[src/rtl/ctrl_result_writeback_if.sv]
// rtl/ctrl_result_writeback_if.sv - controller, result-bus and UB write-port bundle for ctrl_result_writeback
interface ctrl_result_writeback_if #(
  parameter int ADDRESSSIZE    = 10,
  parameter int WORDSIZE       = 64,
  parameter int NUM_PE_ROWS    = 8,
  parameter int PARTIAL_SUM_BW = 19
);
  // job control from the top-level controller
  logic                                  start;
  logic [ADDRESSSIZE-1:0]                base_addr;
  logic [ADDRESSSIZE-1:0]                num_vectors;
  logic                                  busy;
  logic                                  done;

  // skewed result lanes from the systolic array
  logic                                  result_valid;
  logic [PARTIAL_SUM_BW*NUM_PE_ROWS-1:0] result;

  // unified buffer write port
  logic                                  sram_write_enable;
  logic [ADDRESSSIZE-1:0]                sram_address;
  logic [WORDSIZE-1:0]                   sram_data_in;

  // environment side: controller plus array driving the writeback block
  modport master (
    output start, base_addr, num_vectors, result_valid, result,
    input  busy, done, sram_write_enable, sram_address, sram_data_in
  );

  // writeback block side
  modport slave (
    input  start, base_addr, num_vectors, result_valid, result,
    output busy, done, sram_write_enable, sram_address, sram_data_in
  );
endinterface

[src/rtl/ctrl_result_writeback.sv]
// rtl/ctrl_result_writeback.sv - de-skew, requantize and pack systolic results into UB writes (optional WB_RELU_EN)
module ctrl_result_writeback #(
  parameter int ADDRESSSIZE    = 10,
  parameter int WORDSIZE       = 64,
  parameter int NUM_PE_ROWS    = 8,
  parameter int PARTIAL_SUM_BW = 19,
  parameter int DATA_BW        = 8,
  parameter int OUT_SHIFT      = 0
) (
  input logic                    clk,
  input logic                    rstn,
  ctrl_result_writeback_if.slave bus
);

  localparam int PSB = PARTIAL_SUM_BW;

  // Saturation bounds expressed at lane width so the comparison stays signed.
  localparam logic signed [PSB-1:0] SAT_MAX = PSB'((1 << (DATA_BW - 1)) - 1);
  localparam logic signed [PSB-1:0] SAT_MIN = PSB'(-(1 << (DATA_BW - 1)));

  typedef enum logic [1:0] {
    ST_IDLE = 2'd0,
    ST_RUN  = 2'd1,
    ST_DONE = 2'd2
  } state_t;

  state_t state_q;
  state_t state_d;

  logic [PSB*NUM_PE_ROWS-1:0] aligned_flat;
  logic [NUM_PE_ROWS-2:0]     valid_pipe;
  logic                       aligned_valid;
  logic [WORDSIZE-1:0]        packed_word;
  logic signed [PSB-1:0]      lane_val;
  logic signed [PSB-1:0]      lane_shifted;

  logic [ADDRESSSIZE-1:0]     addr_q;
  logic [ADDRESSSIZE-1:0]     remaining_q;
  logic                       we_q;
  logic [ADDRESSSIZE-1:0]     wr_addr_q;
  logic [WORDSIZE-1:0]        wr_data_q;
  logic                       write_now;

  // ---------------------------------------------------------------------------
  // De-skew: lane i arrives i cycles after lane 0, so it is held back by
  // NUM_PE_ROWS-1-i stages; the last lane is already aligned and passes through.
  // ---------------------------------------------------------------------------
  for (genvar i = 0; i < NUM_PE_ROWS; i++) begin : g_lane
    localparam int DEPTH = NUM_PE_ROWS - 1 - i;

    if (DEPTH == 0) begin : g_pass
      assign aligned_flat[i*PSB +: PSB] = bus.result[i*PSB +: PSB];
    end else begin : g_dly
      logic [DEPTH-1:0][PSB-1:0] dly;

      // Shift the lane through its delay line; runs regardless of FSM state.
      always_ff @(posedge clk or negedge rstn) begin
        if (!rstn) begin
          dly <= '0;
        end else begin
          dly[0] <= bus.result[i*PSB +: PSB];
          for (int k = 1; k < DEPTH; k++) begin
            dly[k] <= dly[k-1];
          end
        end
      end

      assign aligned_flat[i*PSB +: PSB] = dly[DEPTH-1];
    end
  end

  // Delay lane-0 valid by NUM_PE_ROWS-1 stages so it lines up with the last lane.
  always_ff @(posedge clk or negedge rstn) begin
    if (!rstn) begin
      valid_pipe <= '0;
    end else begin
      valid_pipe[0] <= bus.result_valid;
      for (int k = 1; k < NUM_PE_ROWS - 1; k++) begin
        valid_pipe[k] <= valid_pipe[k-1];
      end
    end
  end

  assign aligned_valid = valid_pipe[NUM_PE_ROWS-2];

  // Requantize every aligned lane: arithmetic shift, optional ReLU, saturate, pack.
  always_comb begin
    packed_word  = '0;
    lane_val     = '0;
    lane_shifted = '0;
    for (int i = 0; i < NUM_PE_ROWS; i++) begin
      lane_val     = aligned_flat[i*PSB +: PSB];
      lane_shifted = lane_val >>> OUT_SHIFT;
`ifdef WB_RELU_EN
      if (lane_shifted[PSB-1]) begin
        lane_shifted = '0;
      end
`endif
      if (lane_shifted > SAT_MAX) begin
        packed_word[i*DATA_BW +: DATA_BW] = SAT_MAX[DATA_BW-1:0];
      end else if (lane_shifted < SAT_MIN) begin
        packed_word[i*DATA_BW +: DATA_BW] = SAT_MIN[DATA_BW-1:0];
      end else begin
        packed_word[i*DATA_BW +: DATA_BW] = lane_shifted[DATA_BW-1:0];
      end
    end
  end

  // ---------------------------------------------------------------------------
  // Job control
  // ---------------------------------------------------------------------------

  // A write happens only while a job is running; aligned vectors otherwise drop.
  assign write_now = (state_q == ST_RUN) && aligned_valid;

  // State register.
  always_ff @(posedge clk or negedge rstn) begin
    if (!rstn) begin
      state_q <= ST_IDLE;
    end else begin
      state_q <= state_d;
    end
  end

  // Next-state logic: start is honoured only from IDLE; the last counted write ends the job.
  always_comb begin
    state_d = state_q;
    case (state_q)
      ST_IDLE: begin
        if (bus.start) begin
          state_d = (bus.num_vectors == '0) ? ST_DONE : ST_RUN;
        end
      end
      ST_RUN: begin
        if (write_now && (remaining_q == ADDRESSSIZE'(1))) begin
          state_d = ST_DONE;
        end
      end
      ST_DONE: begin
        state_d = ST_IDLE;
      end
      default: begin
        state_d = ST_IDLE;
      end
    endcase
  end

  // Job counters plus the registered UB write port; address wraps naturally.
  always_ff @(posedge clk or negedge rstn) begin
    if (!rstn) begin
      addr_q      <= '0;
      remaining_q <= '0;
      we_q        <= 1'b0;
      wr_addr_q   <= '0;
      wr_data_q   <= '0;
    end else begin
      we_q <= 1'b0;
      if ((state_q == ST_IDLE) && bus.start) begin
        addr_q      <= bus.base_addr;
        remaining_q <= bus.num_vectors;
      end
      if (write_now) begin
        we_q        <= 1'b1;
        wr_addr_q   <= addr_q;
        wr_data_q   <= packed_word;
        addr_q      <= addr_q + ADDRESSSIZE'(1);
        remaining_q <= remaining_q - ADDRESSSIZE'(1);
      end
    end
  end

  assign bus.sram_write_enable = we_q;
  assign bus.sram_address      = wr_addr_q;
  assign bus.sram_data_in      = wr_data_q;
  assign bus.busy              = (state_q == ST_RUN);
  assign bus.done              = (state_q == ST_DONE);

endmodule

[src/flat_wrapper.sv]
// flat-port wrapper written by rule: the top's interface ports become plain ports
module ctrl_result_writeback_flat 
#(
  parameter int ADDRESSSIZE    = 10,
  parameter int WORDSIZE       = 64,
  parameter int NUM_PE_ROWS    = 8,
  parameter int PARTIAL_SUM_BW = 19,
  parameter int DATA_BW        = 8,
  parameter int OUT_SHIFT      = 0
)
  (clk, rstn, bus_start, bus_base_addr, bus_num_vectors, bus_result_valid, bus_result, bus_busy, bus_done, bus_sram_write_enable, bus_sram_address, bus_sram_data_in);
  ctrl_result_writeback_if #(.ADDRESSSIZE(ADDRESSSIZE), .WORDSIZE(WORDSIZE), .NUM_PE_ROWS(NUM_PE_ROWS), .PARTIAL_SUM_BW(PARTIAL_SUM_BW)) bus_i ();
  input logic clk;
  input logic rstn;
  input wire logic [$bits(bus_i.start)-1:0] bus_start;
  input wire logic [$bits(bus_i.base_addr)-1:0] bus_base_addr;
  input wire logic [$bits(bus_i.num_vectors)-1:0] bus_num_vectors;
  input wire logic [$bits(bus_i.result_valid)-1:0] bus_result_valid;
  input wire logic [$bits(bus_i.result)-1:0] bus_result;
  output wire logic [$bits(bus_i.busy)-1:0] bus_busy;
  output wire logic [$bits(bus_i.done)-1:0] bus_done;
  output wire logic [$bits(bus_i.sram_write_enable)-1:0] bus_sram_write_enable;
  output wire logic [$bits(bus_i.sram_address)-1:0] bus_sram_address;
  output wire logic [$bits(bus_i.sram_data_in)-1:0] bus_sram_data_in;
  assign bus_i.start = bus_start;
  assign bus_i.base_addr = bus_base_addr;
  assign bus_i.num_vectors = bus_num_vectors;
  assign bus_i.result_valid = bus_result_valid;
  assign bus_i.result = bus_result;
  assign bus_busy = bus_i.busy;
  assign bus_done = bus_i.done;
  assign bus_sram_write_enable = bus_i.sram_write_enable;
  assign bus_sram_address = bus_i.sram_address;
  assign bus_sram_data_in = bus_i.sram_data_in;
  ctrl_result_writeback #(.ADDRESSSIZE(ADDRESSSIZE), .WORDSIZE(WORDSIZE), .NUM_PE_ROWS(NUM_PE_ROWS), .PARTIAL_SUM_BW(PARTIAL_SUM_BW), .DATA_BW(DATA_BW), .OUT_SHIFT(OUT_SHIFT)) u_core (.clk(clk), .rstn(rstn), .bus(bus_i));
endmodule
[config.mk]
export PLATFORM = sky130hd
export DESIGN_NAME = ctrl_result_writeback_flat
export DESIGN_NICKNAME = d
export VERILOG_FILES = /design/src/rtl/ctrl_result_writeback_if.sv /design/src/rtl/ctrl_result_writeback.sv /design/src/flat_wrapper.sv
export SDC_FILE = /design/constraint.sdc
export NUM_CORES = 1
export LEC_CHECK = 0
export BUFFER_PORTS_ARGS = -buffer_cell sky130_fd_sc_hd__buf_2
export CAP_MARGIN = 15
export CORE_MARGIN = 5
export CORE_UTILIZATION = 50
export CTS_BUF_LIST = sky130_fd_sc_hd__clkbuf_8
export CTS_CLUSTER_DIAMETER = 30
export DETAILED_ROUTE_END_ITERATION = 8
export PLACE_DENSITY_LB_ADDON = 0.2
export RECOVER_POWER = 50
export SLEW_MARGIN = 10
export SYNTH_ARGS = -nofsm -noshare
export SYNTH_HDL_FRONTEND = slang
export SYNTH_SLANG_ARGS = --single-unit
[constraint.sdc]
create_clock -name clk -period 2.3 [get_ports clk]
set_clock_uncertainty 0.2 [all_clocks]
set_input_delay 0.115 -clock clk [delete_from_list [all_inputs] [get_ports clk]]
set_output_delay 0.115 -clock clk [all_outputs]
set_load 0.02 [all_outputs]
==> flow_metrics.env <==
export IMPL_outcome="finished, final reports clean"
export IMPL_rsz0062_at_grt="no"
export IMPL_cts_root_buf="clkbuf_8"
export IMPL_worstPathRequired_ps=2660
export IMPL_switching_share_pct=25.0
export IMPL_crit_arrival_ps=2550
export IMPL_endpoint_kind="flop"
export IMPL_final_nets=1930
export IMPL_grt_start_max_net_pins=81
export IMPL_slew_violations=0
export IMPL_cts_tree="done"
export IMPL_area_delta_synth_final_pct=42.5
export IMPL_die_x_um=200
export IMPL_drc_errors=0
export IMPL_grt_antenna_before_repair=1
export IMPL_num_rows=69
export IMPL_vias=10773
export IMPL_ys_warn_count=0
export IMPL_p_leak_nw=12.0
export IMPL_routed_via_density=4.67
export IMPL_ir_worst_vdd_uv=728
export IMPL_p_int_mw=19.5
export IMPL_numCtsBuffers=108
export IMPL_ys_seq_area_share_pct=88.6
export IMPL_dieArea_mm2=0.0398
export IMPL_critPathMaxFanout=2
export IMPL_fmax_ghz=0.458
export IMPL_place_hpwl_mm=21.1
export IMPL_syn_num_nets=1234
export IMPL_grtUsageTotal_pct=20.0
export IMPL_min_path_cells=3
export IMPL_gr_total_overflow=0
export IMPL_synth_area_leaders="dfrtp_1 89%, nand2_1 2.5%, nor2_1 1.7%, o21ai_0 1.4%, nor4_1 0.70%"
export IMPL_htreeDepth=3
export IMPL_initial_core_util_pct=50.6
export IMPL_hold_end="u_core.addr_q[3]"
export IMPL_fin_tns_setup_ps=0
export IMPL_portBuffers=252
export IMPL_dpl_cell_area_mm2=0.0201
export IMPL_tightest_slew_ps=817
export IMPL_finalSetupViolations=0
export IMPL_min_period_ps=2180
export IMPL_synth_area_per_cell_um2=17.0
export IMPL_drive_gt1_share_pct=24.2
export IMPL_synth_top_area_share_pct=88.6
export IMPL_wl_mm=38.7
export IMPL_multi_input_area_mm2=0.00197
export IMPL_die_h_um=200
export IMPL_fillers=2248
export IMPL_timing_slew_headroom_pct=45.6
export IMPL_regArea_mm2=0.0159
export IMPL_drv_cap=0
export IMPL_path_class="in2reg"
export IMPL_p_per_area_mw_per_mm2=1010
export IMPL_worstRegToRegCells=6
export IMPL_first_pass_iters=5
export IMPL_grt_pass1_vias=12288
export IMPL_synth_cell_type_count=41
export IMPL_switchingPower_mw=6.49
export IMPL_post_drt_wl_per_cell_um=16.8
export IMPL_grt_pass1_wl_mm=62.1
export IMPL_r2r_setup_slack_ps=180
export IMPL_min_delay_start="bus_base_addr[3]"
export IMPL_async_flop_share_pct=100
export IMPL_start_kind="input pin"
export IMPL_first_iter_violations=556
export IMPL_clk_pin_slew_ps=60
export IMPL_r2r_start="u_core.state_q[1]"
export IMPL_coreArea_mm2=0.0355
export IMPL_stdcell_area_mm2=0.0256
export IMPL_hold_path_class="in2reg"
export IMPL_ys_flop_type="dfrtp_1"
export IMPL_drtAntennaViolNets=0
export IMPL_synth_cells=1055
export IMPL_synth_area_mm2=0.0180
export IMPL_r2r_end="u_core.addr_q[1]"
export IMPL_finalCritPeriodShare_pct=95.0
export IMPL_power_frac_seq_pct=48.7
export IMPL_clock_latency_ps=640
export IMPL_cts_buffer_depth=3
export IMPL_clkSinkCount=636
export IMPL_gp_congestion=0.803
export IMPL_ys_ff_latch=636
export IMPL_synth_edf_count=0
export IMPL_io_pins=253
export IMPL_final_hold_violation_count=0
export IMPL_pwr_share_clk_pct=41.2
export IMPL_synth_largest_area_cell="dfrtp_1"
export IMPL_comb_power_share_pct=10.1
[cell usage in the layout, fill, tap and decap left out, types with 20 or more instances in the layout]
master	Yosys	final
nand2_1	121	121
clkinv_2	0	24
dlygate4sd3_1	0	316
a21oi_1	21	21
clkbuf_1	9	20
inv_1	5	30
nor2_1	82	82
buf_2	3	235
o21ai_0	50	50
clkbuf_8	0	131
buf_4	0	20
dfrtp_1	636	636
[worst max-delay path by stage]
stage / start / to
after global placement: u_core.remaining_q[0] / u_core.remaining_q[6]
after detailed placement: u_core.remaining_q[0] / u_core.remaining_q[6]
after global routing: bus_num_vectors[8] / u_core.state_q[1]
after floorplan: u_core.remaining_q[0] / u_core.remaining_q[6]
final: bus_num_vectors[8] / u_core.state_q[1]
after CTS: bus_num_vectors[8] / u_core.state_q[1]
[cells in the mapped netlist (all sizes together) (4+ instances only)]
| cell type | count |
|---|---|
| a31oi | 9 |
| nand2 | 121 |
| nor2 | 82 |
| o31ai | 8 |
| o211ai | 4 |
| o21ai | 51 |
| a21oi | 21 |
| nor3 | 13 |
| nand4 | 17 |
| a221o | 6 |
| dfrtp | 636 |
| buf | 7 |
| inv | 5 |
| nor4 | 20 |
| clkbuf | 9 |
| nand3 | 15 |
[layer usage]
| layer | track usage, % | vias up | part of all wire, % |
|---|---|---|---|
| li1 | - | 4950 | - |
| met1 | 24.4 | 5432 | 37 |
| met2 | 34.8 | 314 | 53 |
| met3 | 5.34 | 77 | 6.9 |
| met4 | 7.12 | 0 | 2.5 |
| met5 | 0 | - | 0 |
[what timing repair did]
item,in CTS,in global routing
endpoints found under the setup margin,0,2
buffers inserted,0,3
hold endpoints to repair,800,0
gates resized for setup,0,1
hold buffers,317,0
[cells by family after synthesis]
logic type | count (synthesis) | share of synthesized area (%)
DFF | 636 | 88.6
and+or+nand+nor | 280 | 6.84
AOI/OAI and AO/OA | 113 | 3.82
buffers and inverters | 22 | 0.481
adders and majority gates | 3 | 0.209
muxes | 1 | 0.0557
[final cells by class]
class / instances / share of cell area [%]
multi-input cells: 397 / 7.69
well taps: 461 / 2.25
repair buffers: 602 / 18.4
clock inverters: 71 / 2.37
diodes: 2 / 0.0195
flip-flops and latches: 636 / 62.2
clock buffers: 131 / 7.04
inverters: 6 / 0.0880
[worst max-delay path, cell delays in order]
cell           delay [ps]
dlygate4sd3_1         540
buf_2                 150
or4_1                 550
nor4_2                370
nand3_1               110
dlygate4sd3_1         560
a21oi_1               160
[metrics by stage]
| step | hold WS [ps] | power [mW] | cells | worst slack [ps] | utilization, % |
|---|---|---|---|---|---|
| floorplan | -381 | 13.8 | 1055 | 310 | - |
| global placement | -104 | 14.9 | 1782 | 261 | 56.6 |
| detailed placement | -102 | 15.0 | 1782 | 216 | 56.6 |
| CTS | 27.5 | 26.1 | 2301 | 26.2 | 72.3 |
| global route | 44.8 | 27.2 | 2305 | 63.5 | 72.1 |
| finish | 82.7 | 26.0 | 2306 | 116 | 72.1 |
[registers in the layout (all words and copies together) (netlist names)]
name	cells
u_core.g_lane.g_dly.dly	418
u_core.aligned_flat	114
u_core.bus.sram_data_in	64
u_core.addr_q	10
u_core.bus.sram_address	10
u_core.remaining_q	10
u_core.valid_pipe	7
u_core.state_q	2
u_core.bus.sram_write_enable	1
[power by group through the flow]
stage               Sequential, mW  Clock (mW)  Combinational, mW
floorplan                     13.0           0              0.774
global placement              12.8           0               2.11
detailed placement            12.8           0               2.17
CTS                           12.6        10.9               2.61
global route                  12.7        11.6               2.88
finish                        12.6        10.7               2.61
No activity file was read; power rests on OpenSTA's default activity.
